`src/rtl/mips_pkg.sv`:
```
// mips_pkg: constants shared by the multi-cycle MIPS control, MIPS_ALU and
// the datapath.
//   - opcode (IR[31:26]) and R-type funct (IR[5:0]) values
//   - ALUControl codes driven into MIPS_ALU (ALU_INVALID = 4'b1111)
//   - ALUOp encoding between the main FSM and mips_alu_decoder
//   - main FSM state encodings
package mips_pkg;

  localparam logic [5:0] OP_RTYPE = 6'b000000;
  localparam logic [5:0] OP_LW    = 6'b100011;
  localparam logic [5:0] OP_SW    = 6'b101011;
  localparam logic [5:0] OP_BEQ   = 6'b000100;
  localparam logic [5:0] OP_ADDI  = 6'b001000;
  localparam logic [5:0] OP_J     = 6'b000010;

  localparam logic [5:0] FN_ADD = 6'b100000;
  localparam logic [5:0] FN_SUB = 6'b100010;
  localparam logic [5:0] FN_AND = 6'b100100;
  localparam logic [5:0] FN_OR  = 6'b100101;
  localparam logic [5:0] FN_SLT = 6'b101010;
  localparam logic [5:0] FN_NOR = 6'b100111;

  localparam logic [3:0] ALU_AND     = 4'b0000;
  localparam logic [3:0] ALU_OR      = 4'b0001;
  localparam logic [3:0] ALU_ADD     = 4'b0010;
  localparam logic [3:0] ALU_SUB     = 4'b0110;
  localparam logic [3:0] ALU_SLT     = 4'b0111;
  localparam logic [3:0] ALU_NOR     = 4'b1100;
  localparam logic [3:0] ALU_INVALID = 4'b1111;

  localparam logic [1:0] ALUOP_ADD   = 2'b00;
  localparam logic [1:0] ALUOP_SUB   = 2'b01;
  localparam logic [1:0] ALUOP_FUNCT = 2'b10;

  localparam logic [3:0] S_FETCH   = 4'd0;
  localparam logic [3:0] S_DECODE  = 4'd1;
  localparam logic [3:0] S_MEMADR  = 4'd2;
  localparam logic [3:0] S_MEMRD   = 4'd3;
  localparam logic [3:0] S_MEMWB   = 4'd4;
  localparam logic [3:0] S_MEMWR   = 4'd5;
  localparam logic [3:0] S_EXECUTE = 4'd6;
  localparam logic [3:0] S_ALUWB   = 4'd7;
  localparam logic [3:0] S_BRANCH  = 4'd8;
  localparam logic [3:0] S_ADDIEX  = 4'd9;
  localparam logic [3:0] S_ADDIWB  = 4'd10;
  localparam logic [3:0] S_JUMP    = 4'd11;

endpackage

```
`src/rtl/mips_alu_decoder.sv`:
```
// mips_alu_decoder: combinational ALU decoder.
//   alu_op_i [1:0]  00=ADD, 01=SUB, 10=decode from funct_i, 11=invalid
//   funct_i  [5:0]  IR[5:0]
//   alu_ctl_o[3:0]  ALUControl to MIPS_ALU
module mips_alu_decoder
  import mips_pkg::*;
(
  input  logic [1:0] alu_op_i,
  input  logic [5:0] funct_i,
  output logic [3:0] alu_ctl_o
);

  always_comb begin
    alu_ctl_o = ALU_INVALID;
    case (alu_op_i)
      ALUOP_ADD: alu_ctl_o = ALU_ADD;
      ALUOP_SUB: alu_ctl_o = ALU_SUB;
      ALUOP_FUNCT: begin
        case (funct_i)
          FN_ADD:  alu_ctl_o = ALU_ADD;
          FN_SUB:  alu_ctl_o = ALU_SUB;
          FN_AND:  alu_ctl_o = ALU_AND;
          FN_OR:   alu_ctl_o = ALU_OR;
          FN_SLT:  alu_ctl_o = ALU_SLT;
          FN_NOR:  alu_ctl_o = ALU_NOR;
          default: alu_ctl_o = ALU_INVALID;
        endcase
      end
      default: alu_ctl_o = ALU_INVALID;
    endcase
  end

endmodule

```
`src/rtl/mips_multicycle_control.sv`:
```
// mips_multicycle_control: multi-cycle MIPS main control FSM (Moore).
// Decodes Op/Funct from the IR and sequences the shared datapath.
// Ports:
//   clk, reset      rising-edge clock, synchronous active-high reset
//   Op, Funct       IR[31:26], IR[5:0]
//   Zero            MIPS_ALU zero flag (used in BRANCH)
//   IorD, MemWrite, IRWrite, RegDst, MemtoReg, RegWrite,
//   ALUSrcA, ALUSrcB, PCSrc, PCEn   datapath controls
//   ALUControl      to MIPS_ALU, via mips_alu_decoder
//   State           current state, debug only
// Build option: MIPS_MC_ADDI_EN adds the ADDIEX/ADDIWB states for addi;
// without it addi is treated as an unknown opcode.
//
// state   | meaning
// --------+---------------------------------------------
// FETCH   | read mem[PC] into IR, PC <= PC+4
// DECODE  | read regs, ALUOut <= branch target, dispatch on Op
// MEMADR  | ALUOut <= regA + SignImm (lw/sw address)
// MEMRD   | MDR <= mem[ALUOut]
// MEMWB   | rt <= MDR
// MEMWR   | mem[ALUOut] <= regB
// EXECUTE | R-type ALU operation from Funct
// ALUWB   | rd <= ALUOut
// BRANCH  | regA - regB, PC <= ALUOut if Zero
// ADDIEX  | regA + SignImm (MIPS_MC_ADDI_EN only)
// ADDIWB  | rt <= ALUOut  (MIPS_MC_ADDI_EN only)
// JUMP    | PC <= jump target
// 12..15  | illegal: enables 0, return to FETCH
module mips_multicycle_control
  import mips_pkg::*;
#(
  parameter int STATE_W = 4
) (
  input  logic               clk,
  input  logic               reset,
  input  logic [5:0]         Op,
  input  logic [5:0]         Funct,
  input  logic               Zero,
  output logic               IorD,
  output logic               MemWrite,
  output logic               IRWrite,
  output logic               RegDst,
  output logic               MemtoReg,
  output logic               RegWrite,
  output logic               ALUSrcA,
  output logic [1:0]         ALUSrcB,
  output logic [1:0]         PCSrc,
  output logic               PCEn,
  output logic [3:0]         ALUControl,
  output logic [STATE_W-1:0] State
);

  logic [3:0] state_q, state_d;
  logic [1:0] alu_op;
  logic       pc_write, branch, mem_write, ir_write, reg_write;

  always_ff @(posedge clk) begin
    if (reset) state_q <= S_FETCH;
    else       state_q <= state_d;
  end

  always_comb begin
    state_d   = S_FETCH;
    alu_op    = ALUOP_ADD;
    IorD      = 1'b0;
    mem_write = 1'b0;
    ir_write  = 1'b0;
    RegDst    = 1'b0;
    MemtoReg  = 1'b0;
    reg_write = 1'b0;
    ALUSrcA   = 1'b0;
    ALUSrcB   = 2'b00;
    PCSrc     = 2'b00;
    pc_write  = 1'b0;
    branch    = 1'b0;
    case (state_q)
      S_FETCH: begin
        ir_write = 1'b1;
        ALUSrcB  = 2'b01;
        pc_write = 1'b1;
        state_d  = S_DECODE;
      end
      S_DECODE: begin
        ALUSrcB = 2'b11;
        case (Op)
          OP_LW, OP_SW: state_d = S_MEMADR;
          OP_RTYPE:     state_d = S_EXECUTE;
          OP_BEQ:       state_d = S_BRANCH;
`ifdef MIPS_MC_ADDI_EN
          OP_ADDI:      state_d = S_ADDIEX;
`endif
          OP_J:         state_d = S_JUMP;
          default:      state_d = S_FETCH;
        endcase
      end
      S_MEMADR: begin
        ALUSrcA = 1'b1;
        ALUSrcB = 2'b10;
        state_d = (Op == OP_SW) ? S_MEMWR : S_MEMRD;
      end
      S_MEMRD: begin
        IorD    = 1'b1;
        state_d = S_MEMWB;
      end
      S_MEMWB: begin
        MemtoReg  = 1'b1;
        reg_write = 1'b1;
      end
      S_MEMWR: begin
        IorD      = 1'b1;
        mem_write = 1'b1;
      end
      S_EXECUTE: begin
        ALUSrcA = 1'b1;
        alu_op  = ALUOP_FUNCT;
        state_d = S_ALUWB;
      end
      S_ALUWB: begin
        RegDst    = 1'b1;
        reg_write = 1'b1;
      end
      S_BRANCH: begin
        ALUSrcA = 1'b1;
        alu_op  = ALUOP_SUB;
        PCSrc   = 2'b01;
        branch  = 1'b1;
      end
`ifdef MIPS_MC_ADDI_EN
      S_ADDIEX: begin
        ALUSrcA = 1'b1;
        ALUSrcB = 2'b10;
        state_d = S_ADDIWB;
      end
      S_ADDIWB: begin
        reg_write = 1'b1;
      end
`endif
      S_JUMP: begin
        PCSrc    = 2'b10;
        pc_write = 1'b1;
      end
      default: state_d = S_FETCH;
    endcase
  end

  // Write enables are masked combinationally so a reset landing mid-instruction
  // blocks the write in the same cycle, not one cycle later.
  assign MemWrite = mem_write & ~reset;
  assign IRWrite  = ir_write  & ~reset;
  assign RegWrite = reg_write & ~reset;
  assign PCEn     = (pc_write | (branch & Zero)) & ~reset;
  assign State    = STATE_W'(state_q);

  mips_alu_decoder u_alu_dec (
    .alu_op_i  (alu_op),
    .funct_i   (Funct),
    .alu_ctl_o (ALUControl)
  );

endmodule

```
`config.mk`:
```
export PLATFORM = sky130hd
export DESIGN_NAME = mips_multicycle_control
export DESIGN_NICKNAME = d
export VERILOG_FILES = /design/src/rtl/mips_pkg.sv /design/src/rtl/mips_alu_decoder.sv /design/src/rtl/mips_multicycle_control.sv
export SDC_FILE = /design/constraint.sdc
export NUM_CORES = 1
export LEC_CHECK = 0
export CAP_MARGIN = 20
export CORE_MARGIN = 3
export CORE_UTILIZATION = 37
export CTS_CLUSTER_SIZE = 24
export DETAILED_ROUTE_END_ITERATION = 10
export GPL_ROUTABILITY_DRIVEN = 0
export PLACE_DENSITY_LB_ADDON = 0.1
export SLEW_MARGIN = 20
export SYNTH_ARGS = -nofsm -noshare
export SYNTH_HDL_FRONTEND = slang
export SYNTH_SLANG_ARGS = --single-unit
```
`constraint.sdc`:
```
create_clock -name clk -period 2.1 [get_ports clk]
set_input_delay 0.42 -clock clk [delete_from_list [all_inputs] [get_ports clk]]
set_output_delay 0.42 -clock clk [all_outputs]
set_load 0.01 [all_outputs]
```
# Word level (Yosys, flattened, before mapping)
# Cells that the tools add are included.
dict set report totals {
  regBits 4
  latchBits 0
  ram_bits 0
  romBits 0
  in_bits 15
  out_inout_bits 20
  elab_cells 54
  n_memories 0
}
dict set report op_classes {
  n_addsub 0
  multipliers 0
  n_div 0
  n_lt_le_gt_ge 0
  eq_ne 21
  shift 0
  mux 17
  n_bitwise 7
  n_reduce_logical 8
}
# op count
set ops {}
lappend ops {{$eq 6x6->1 const B} 8}
lappend ops {{$pmux 4 s6} 1}
lappend ops {{$pmux 4 s5} 1}
lappend ops {{$eq 4x3->1 const B} 4}
lappend ops {{$pmux 4 s4} 1}
lappend ops {{$pmux 4 s3} 1}
lappend ops {{$mux 1} 9}
lappend ops {{$eq 4x2->1 const B} 2}
lappend ops {{$eq 4x4->1 const B} 2}
lappend ops {{$pmux 2 s2} 2}
lappend ops {{$reduce_or 2->1} 4}
lappend ops {{$eq 6x2->1 const B} 1}
lappend ops {{$eq 6x3->1 const B} 1}
lappend ops {{$logic_not 6->1} 1}
lappend ops {{$pmux 2 s3} 1}
lappend ops {{$and 1x1->1} 5}
lappend ops {{$eq 4x1->1 const B} 1}
lappend ops {{$logic_not 4->1} 1}
lappend ops {{$mux 3} 1}
lappend ops {{$reduce_or 3->1} 1}
lappend ops {{$eq 2x1->1 const B} 1}
lappend ops {{$eq 2x2->1 const B} 1}
lappend ops {{$logic_not 2->1} 1}
lappend ops {{$not 1->1} 1}
lappend ops {{$or 1x1->1} 1}

# Longest topological paths before layout
# Gate-level depths: netlist (run 1).
dict set report logic_depth {
  ltp_word 5
  depth_mapped 4
  ltp_nobuf 3
}

# Hierarchy
# A second synthesis (run 1) with hierarchy kept.
dict set report hier_totals {
  hier_cells 78
  area_unflattened_um2 565.5
}
# mod instances cells_each area_each_um2 seq_area_each_um2
set by_module_without_submodules {}
lappend by_module_without_submodules {mips_multicycle_control 1 59 442.9 80.1}
lappend by_module_without_submodules {mips_alu_decoder 1 19 122.6 0.0}

# Least setup slack after synthesis (run 1)
# No wires, ideal clock.
dict set report synth_path {
  kind {register to output}
  start {register state_q[0] (netlist: State[0])}
  end {output port ALUControl[3]}
  arrival_time_ns 1.046
  required_time_ns 1.680
  path_slack_ns 0.634
  stages_incl_launch_ff 4
  path_buffers 0
  path_cell_list {dfxtp_1 > nand2b_2 > or2_4 > a31oi_1}
}
dict set report synth_between {
  elab_chain_cells 4
  word_cells_on_any_way 7
  cone_classes {4 x eq/ne; 2 x mux; 1 x reduce/logical}
}
# element line_no
set synth_lines {}
lappend synth_lines {{from (decl)} mips_multicycle_control.sv:53} ;# logic [3:0] state_q, state_d;
lappend synth_lines {{from (signal assigned)} mips_multicycle_control.sv:59} ;# else state_q <= state_d;
lappend synth_lines {{$eq 4x4->1 or $eq 4x3->1 (tied branches)} mips_multicycle_control.sv:76} ;# case (state_q)
lappend synth_lines {{$pmux 2 s2 *} mips_multicycle_control.sv:76}
lappend synth_lines {{$eq 2x2->1, or another cell as far along} mips_alu_decoder.sv:15} ;# case (alu_op_i)
lappend synth_lines {{$pmux 4 s3 *} mips_alu_decoder.sv:15}
lappend synth_lines {{to (decl)} mips_multicycle_control.sv:49} ;# output logic [3:0] ALUControl,
# Mark *: on every way between the ends. The rest lies on a longest branch, timed or not.

# Worst setup path after layout (run 1)
dict set report layout_path {
  start {input port Funct[1]}
  end {output port ALUControl[0]}
}
dict set report layout_between {
  elab_chain_cells 3
  word_cells_on_any_way 8
  cone_classes {6 x eq/ne; 2 x mux}
}
# element line_no
set layout_lines {}
lappend layout_lines {{from (decl)} mips_multicycle_control.sv:37} ;# input logic [5:0] Funct,
lappend layout_lines {{$eq 6x6->1} mips_alu_decoder.sv:19} ;# case (funct_i)
lappend layout_lines {{$pmux 4 s6 *} mips_alu_decoder.sv:19}
lappend layout_lines {{$pmux 4 s3 *} mips_alu_decoder.sv:15}
# Marks and branches as above.

==> results of run 1 <==
-- per-stage QoR --
step	util	setup TNS (ps)	hold slack (ps)	instances	cell area [µm²]
after floorplan	-	0	491	66	531
final	0.745	0	561	124	982
after global routing	0.745	-0.164	589	124	982
after global placement	0.708	-1170	585	121	933
after detailed placement	0.708	-1270	589	121	933
after CTS	0.730	0	566	124	962
-- power breakdown --
part           internal (µW)  switching, µW
combinational           60.1           45.9
clock                   63.9           31.5
sequential              78.5           1.81
-- repair_timing --
item                       in CTS  in global routing
hold buffers                    0                  0
buffers inserted                0                  0
resized for setup              14                 10
setup endpoints to repair      10                  6
-- routing by layer --
layer,global-route usage,share of wire,routed length [µm],up-vias
li1,-,-,-,335
met1,0.200,0.38,636,300
met2,0.366,0.54,892,27
met3,0.0373,0.069,115,4
met4,0.0904,0.011,18,0
met5,0,0,0,-
-- how the worst min path moves through the flow --
stage | from | end | slack (ps) | depth (start not counted)
finish | State[1]$_SDFF_PP0_ | State[1]$_SDFF_PP0_ | 560 | 2
global route | State[1]$_SDFF_PP0_ | State[1]$_SDFF_PP0_ | 590 | 2
CTS | State[1]$_SDFF_PP0_ | State[1]$_SDFF_PP0_ | 570 | 2
detailed placement | State[1]$_SDFF_PP0_ | State[1]$_SDFF_PP0_ | 590 | 2
global placement | State[1]$_SDFF_PP0_ | State[1]$_SDFF_PP0_ | 590 | 2
floorplan | Op[4] | State[3]$_SDFF_PP0_ | 490 | 1
-- logic make-up after synthesis --
family / after synthesis / share of synthesized area
AO/OA/AOI/OAI: 12 / 0.177
XOR/XNOR: 3 / 0.0495
buffers and inverters: 6 / 0.0731
flip-flops: 4 / 0.151
multiplexers: 1 / 0.0212
AND/OR/NAND/NOR: 40 / 0.528
-- Yosys cell counts --
master | n | area (µm²)
nor3b_1 | 2 | 15.0
or2_4 | 1 | 8.76
xnor2_1 | 1 | 8.76
buf_4 | 2 | 15.0
o21ai_1 | 1 | 5.00
nor3_1 | 5 | 25.0
o41ai_2 | 1 | 16.3
nand2b_2 | 1 | 8.76
and3_1 | 1 | 6.26
nand4b_4 | 1 | 23.8
inv_1 | 1 | 3.75
and4_4 | 1 | 11.3
nand2b_1 | 5 | 31.3
a21oi_1 | 2 | 10.0
dfxtp_1 | 4 | 80.1
xor2_1 | 2 | 17.5
o21ai_0 | 1 | 5.00
nand2_1 | 4 | 15.0
o22ai_1 | 1 | 6.26
and2_1 | 1 | 6.26
nor2_1 | 4 | 15.0
a211oi_1 | 1 | 7.51
nor4b_1 | 1 | 8.76
and3_4 | 1 | 11.3
nand4b_1 | 1 | 8.76
nor2_2 | 2 | 12.5
inv_2 | 1 | 3.75
nor3b_2 | 1 | 12.5
a311oi_1 | 1 | 8.76
nor3_2 | 2 | 20.0
mux2_2 | 1 | 11.3
nor4_2 | 1 | 12.5
o2111ai_1 | 1 | 8.76
a31oi_1 | 1 | 6.26
nor2b_1 | 2 | 12.5
nand3_1 | 3 | 15.0
buf_6 | 1 | 11.3
o21bai_1 | 1 | 7.51
a211oi_2 | 1 | 12.5
buf_2 | 1 | 5.00
-- layout make-up --
| class | instances | area, µm² | share of cell area |
|---|---|---|---|
| Multi-Input combinational cell | 56 | 430 | 0.438 |
| Timing Repair Buffer | 44 | 420 | 0.428 |
| Sequential cell | 4 | 82.6 | 0.0841 |
| Clock buffer | 3 | 22.5 | 0.0229 |
| Tap cell | 15 | 18.8 | 0.0191 |
| Inverter | 2 | 7.51 | 0.00764 |
-- worst max-delay path, cell delays in order --
cell	delay, ps
clkdlybuf4s50_1	520
nand2_1	100
xor2_1	150
a21oi_1	140
dlygate4sd2_1	280
==> metrics, run 1 <==
final critical-path share of the clock period 0.967; Die Area 1920 µm²; maximum clock rate 0.493 GHz; nets@finish 126; power density cells 287 nW/µm²; total power 282 µW; share of layout cells above drive strength 1 0.312; VDD IR max 0.248 mV; Remaining Overflow, GRT 0; reg-to-reg endpoint State[1]$_SDFF_PP0_; Synth Warn # 0; fill count 115; Total GRT Usage 0.194; post-DP HPWL 1.37 mm; origin of the critical flop-to-flop path State[2]$_SDFF_PP0_; Worst slew margin 0.780; Layout Area Growth over Synthesis 85.1%; CP required 1680 ps; Via density 5.37; Post-Route WL 1.66 mm; Worst Skew 5.08 ps; Crit path arrival time 1610 ps; # clock sinks 4; final setup vio count 0; Place WS -248 ps; flop and latch count out of synthesis 4; Die W 43.9 µm; post-synthesis cell type count 40; Hold WC Path Type reg2reg; DRT Pass-1 Iters 4; first-pass GRT wire length 2.77 mm; Synth Net Count 81; Final Max Tran Viols 0; CTS tree built; syn avg cell area 8.04 µm²; largest net degree at the start of global routing 12; Initial Util 0.403; Reg2Reg Depth 5; max reg flops 4; Core Box Area 1320 µm²; IO Count 35; commonest cells after routing, fill and taps aside clkdlybuf4s50_1 (22), dlygate4sd2_1 (7), buf_4 (7); status finished, final reports clean; MaxCap Viol Count 0; port bufs 34; commonest non-fill, non-tap cell in the layout clkdlybuf4s50_1; type of the worst setup path in2out; initial antenna violation count 0; CP startpoint Funct[1]; Leakage 0.000441 µW; register area share after synthesis 0.151; CTS root buf clkbuf_4; crit end category output port; crit path capture ALUControl[0]; Worst-path clk slew 30 ps; clock tree buffer depth 2; Worst R2R Setup Slack 1010 ps; gate count of the mapped netlist 66; slack of the critical path 69.6 ps; DR vias 666; Die H 43.9 µm; total CTS buffers 3; crit path max fanout 4; startpoint types input pin; slew of the pin with the lowest slew margin 329 ps; Synth Cell Area 531 µm²; DR iter-0 viols 11; crit path time final 2030 ps; Routed Antenna Nets 0; Routed wire per std cell 13.4 µm; H-tree depth 1; FP Rows 13; Ant. Diodes 0; vias in the first global route 625; Fin. Hold Viols 0; # DRC 0; clock latency on the worst-skew pair 240 ps
Power figures use the tool's default switching activity.
==> run 2: changes to the inputs <==
CELL_PAD_IN_SITES_DETAIL_PLACEMENT = 1   (was unset)
CELL_PAD_IN_SITES_GLOBAL_PLACEMENT = 2   (was unset)
CORE_UTILIZATION = 18   (was 37)
clock period = 2 ns   (was 2.1 ns; I/O delays follow)
==> metrics, run 2 (same netlist as run 1, synthesis figures left out) <==
clock latency on the worst-skew pair 230 ps (was 240 ps); Die Area 3630 µm² (was 1920 µm²); Remaining Overflow, GRT 0 (unchanged); sw power 81.3 µW (was 79.3 µW); commonest cells after routing, fill and taps aside buf_4 (20), clkdlybuf4s50_1 (18), dlygate4sd2_1 (8) (was clkdlybuf4s50_1 (22), dlygate4sd2_1 (7), buf_4 (7)); post-DP HPWL 1.57 mm (was 1.37 mm); power density cells 286 nW/µm² (was 287 nW/µm²); CTS tree built (unchanged); Slowest cell on crit path clkdlybuf4s50_1 (unchanged); VDD IR max 0.180 mV (was 0.248 mV); total CTS buffers 3 (unchanged); first-pass GRT wire length 2.82 mm (was 2.77 mm); vias in the first global route 663 (was 625); slack of the critical path 124 ps (was 69.6 ps); max reg flops 4 (unchanged); IO Count 35 (unchanged); Hold WC Path Type reg2reg (unchanged); maximum clock rate 0.533 GHz; Post-Route WL 1.85 mm (was 1.66 mm); crit-path cells clkdlybuf4s50_1 -> nor3b_4 -> buf_4 -> nand4b_4 -> clkbuf_2 (was clkdlybuf4s50_1 -> nand2_1 -> xor2_1 -> a21oi_1 -> dlygate4sd2_1); Multi-input gate area 430 µm² (unchanged); Critical Path Max Stage Delay 470 ps (was 520 ps); Ant. Diodes 0 (unchanged); Flop pwr share 0.286 (was 0.285); Place WS -285 ps (was -248 ps); final setup vio count 0 (unchanged); Fin Hold WS 499 ps (was 561 ps); crit path time final 1880 ps; RSZ-0062 raised after global routing no; Combinational Power Share 0.394 (was 0.376); DRT Pass-1 Iters 2 (was 4); Leakage 0.000514 µW (was 0.000441 µW); Crit path arrival time 1480 ps (was 1610 ps); # clock sinks 4 (unchanged); Worst slew margin 0.789 (was 0.780); final critical-path share of the clock period 0.938; Worst Skew 3.86 ps (was 5.08 ps); Clock power frac 0.320 (was 0.339); nets@finish 136 (was 126); FP Rows 19 (was 13); CP required 1600 ps (was 1680 ps); sw frac 0.270 (was 0.281); H-tree depth 1 (unchanged); MaxCap Viol Count 0 (unchanged); crit end category output port (unchanged); Total GRT Usage 0.103 (was 0.194); Routed Antenna Nets 0 (unchanged); Layout Area Growth over Synthesis 98.3% (was 85.1%); DR iter-0 viols 9 (was 11); Fin. Hold Viols 0 (unchanged); largest net degree at the start of global routing 10 (was 12); Via density 4.51 (was 5.37); initial antenna violation count 0 (unchanged); clock tree buffer depth 2 (unchanged); status finished, final reports clean (unchanged); Worst-path clk slew 40 ps (was 30 ps); slew of the pin with the lowest slew margin 316 ps (was 329 ps); area occupied by registers 82.6 µm² (unchanged); commonest non-fill, non-tap cell in the layout buf_4 (was clkdlybuf4s50_1); type of the worst setup path in2out (unchanged); DR vias 677 (was 666); port bufs 34 (unchanged); Initial Util 0.191 (was 0.403); Final Max Tran Viols 0 (unchanged); P_int 219 µW (was 203 µW); startpoint types input pin (unchanged); Die H 60.3 µm (was 43.9 µm); CTS root buf clkbuf_4 (unchanged); # DRC 0 (unchanged); Core Box Area 2780 µm² (was 1320 µm²); crit path max fanout 2 (was 4); Die W 60.3 µm (was 43.9 µm); share of layout cells above drive strength 1 0.395 (was 0.312); Routed wire per std cell 12.3 µm (was 13.4 µm); fill count 347 (was 115)
[run 2: path summary, 6_finish.rpt]
path / from / to / slack [ps] / depth (start not counted)
worst min register to register: State[0]$_SDFF_PP0_ / State[0]$_SDFF_PP0_ / 500 / 1
worst max-delay path: Funct[3] / ALUControl[1] / 120 / 5
worst max register to register: State[3]$_SDFF_PP0_ / State[1]$_SDFF_PP0_ / 850 / 6
worst min-delay path: State[0]$_SDFF_PP0_ / State[0]$_SDFF_PP0_ / 500 / 1
[run 2: per-layer routing]
layer | up-vias | part of all wire | GRT usage
met5 | - | 0 | 0
met4 | 0 | 0.0070 | 0.0380
met3 | 2 | 0.072 | 0.0194
met2 | 20 | 0.50 | 0.181
met1 | 308 | 0.42 | 0.124
li1 | 347 | - | -
[run 2: cell type report]
| type | count | area share |
|---|---|---|
| Timing Repair Buffer | 54 | 0.447 |
| Multi-Input combinational cell | 56 | 0.409 |
| Sequential cell | 4 | 0.0785 |
| Tap cell | 31 | 0.0369 |
| Clock buffer | 3 | 0.0214 |
| Inverter | 2 | 0.00713 |
[run 2: what timing repair did]
item	4_1_cts	5_1_grt
endpoints found under the setup margin	12	9
hold buffers	0	0
setup buffers	1	0
resized for setup	18	12
pin swaps	1	0
[run 2: power by group through the flow]
stage	Clock, µW	Combinational (µW)	Sequential [µW]
3_5_place_dp	0	119	86.7
5_1_grt	112	129	86.4
4_1_cts	101	119	85.5
2_1_floorplan	0	41.8	86.5
6_report	96.2	118	86.1
3_3_place_gp	0	118	86.5
[run 2: stage by stage]
step / TNS [ps] / util / std cells / instance area [µm²] / power [µW]
3_5_place_dp: -1680 / 0.367 / 146 / 1020 / 205
3_3_place_gp: -1630 / 0.367 / 146 / 1020 / 204
4_1_cts: 0 / 0.378 / 150 / 1050 / 305
5_1_grt: 0 / 0.378 / 150 / 1050 / 327
6_report: 0 / 0.378 / 150 / 1050 / 301
2_1_floorplan: 0 / - / 66 / 531 / 128
[run 2: critical path: cells and delay by family]
kind	cells	cell delay (ps)
and+or+nand+nor	2	320
buffers and inverters	3	760
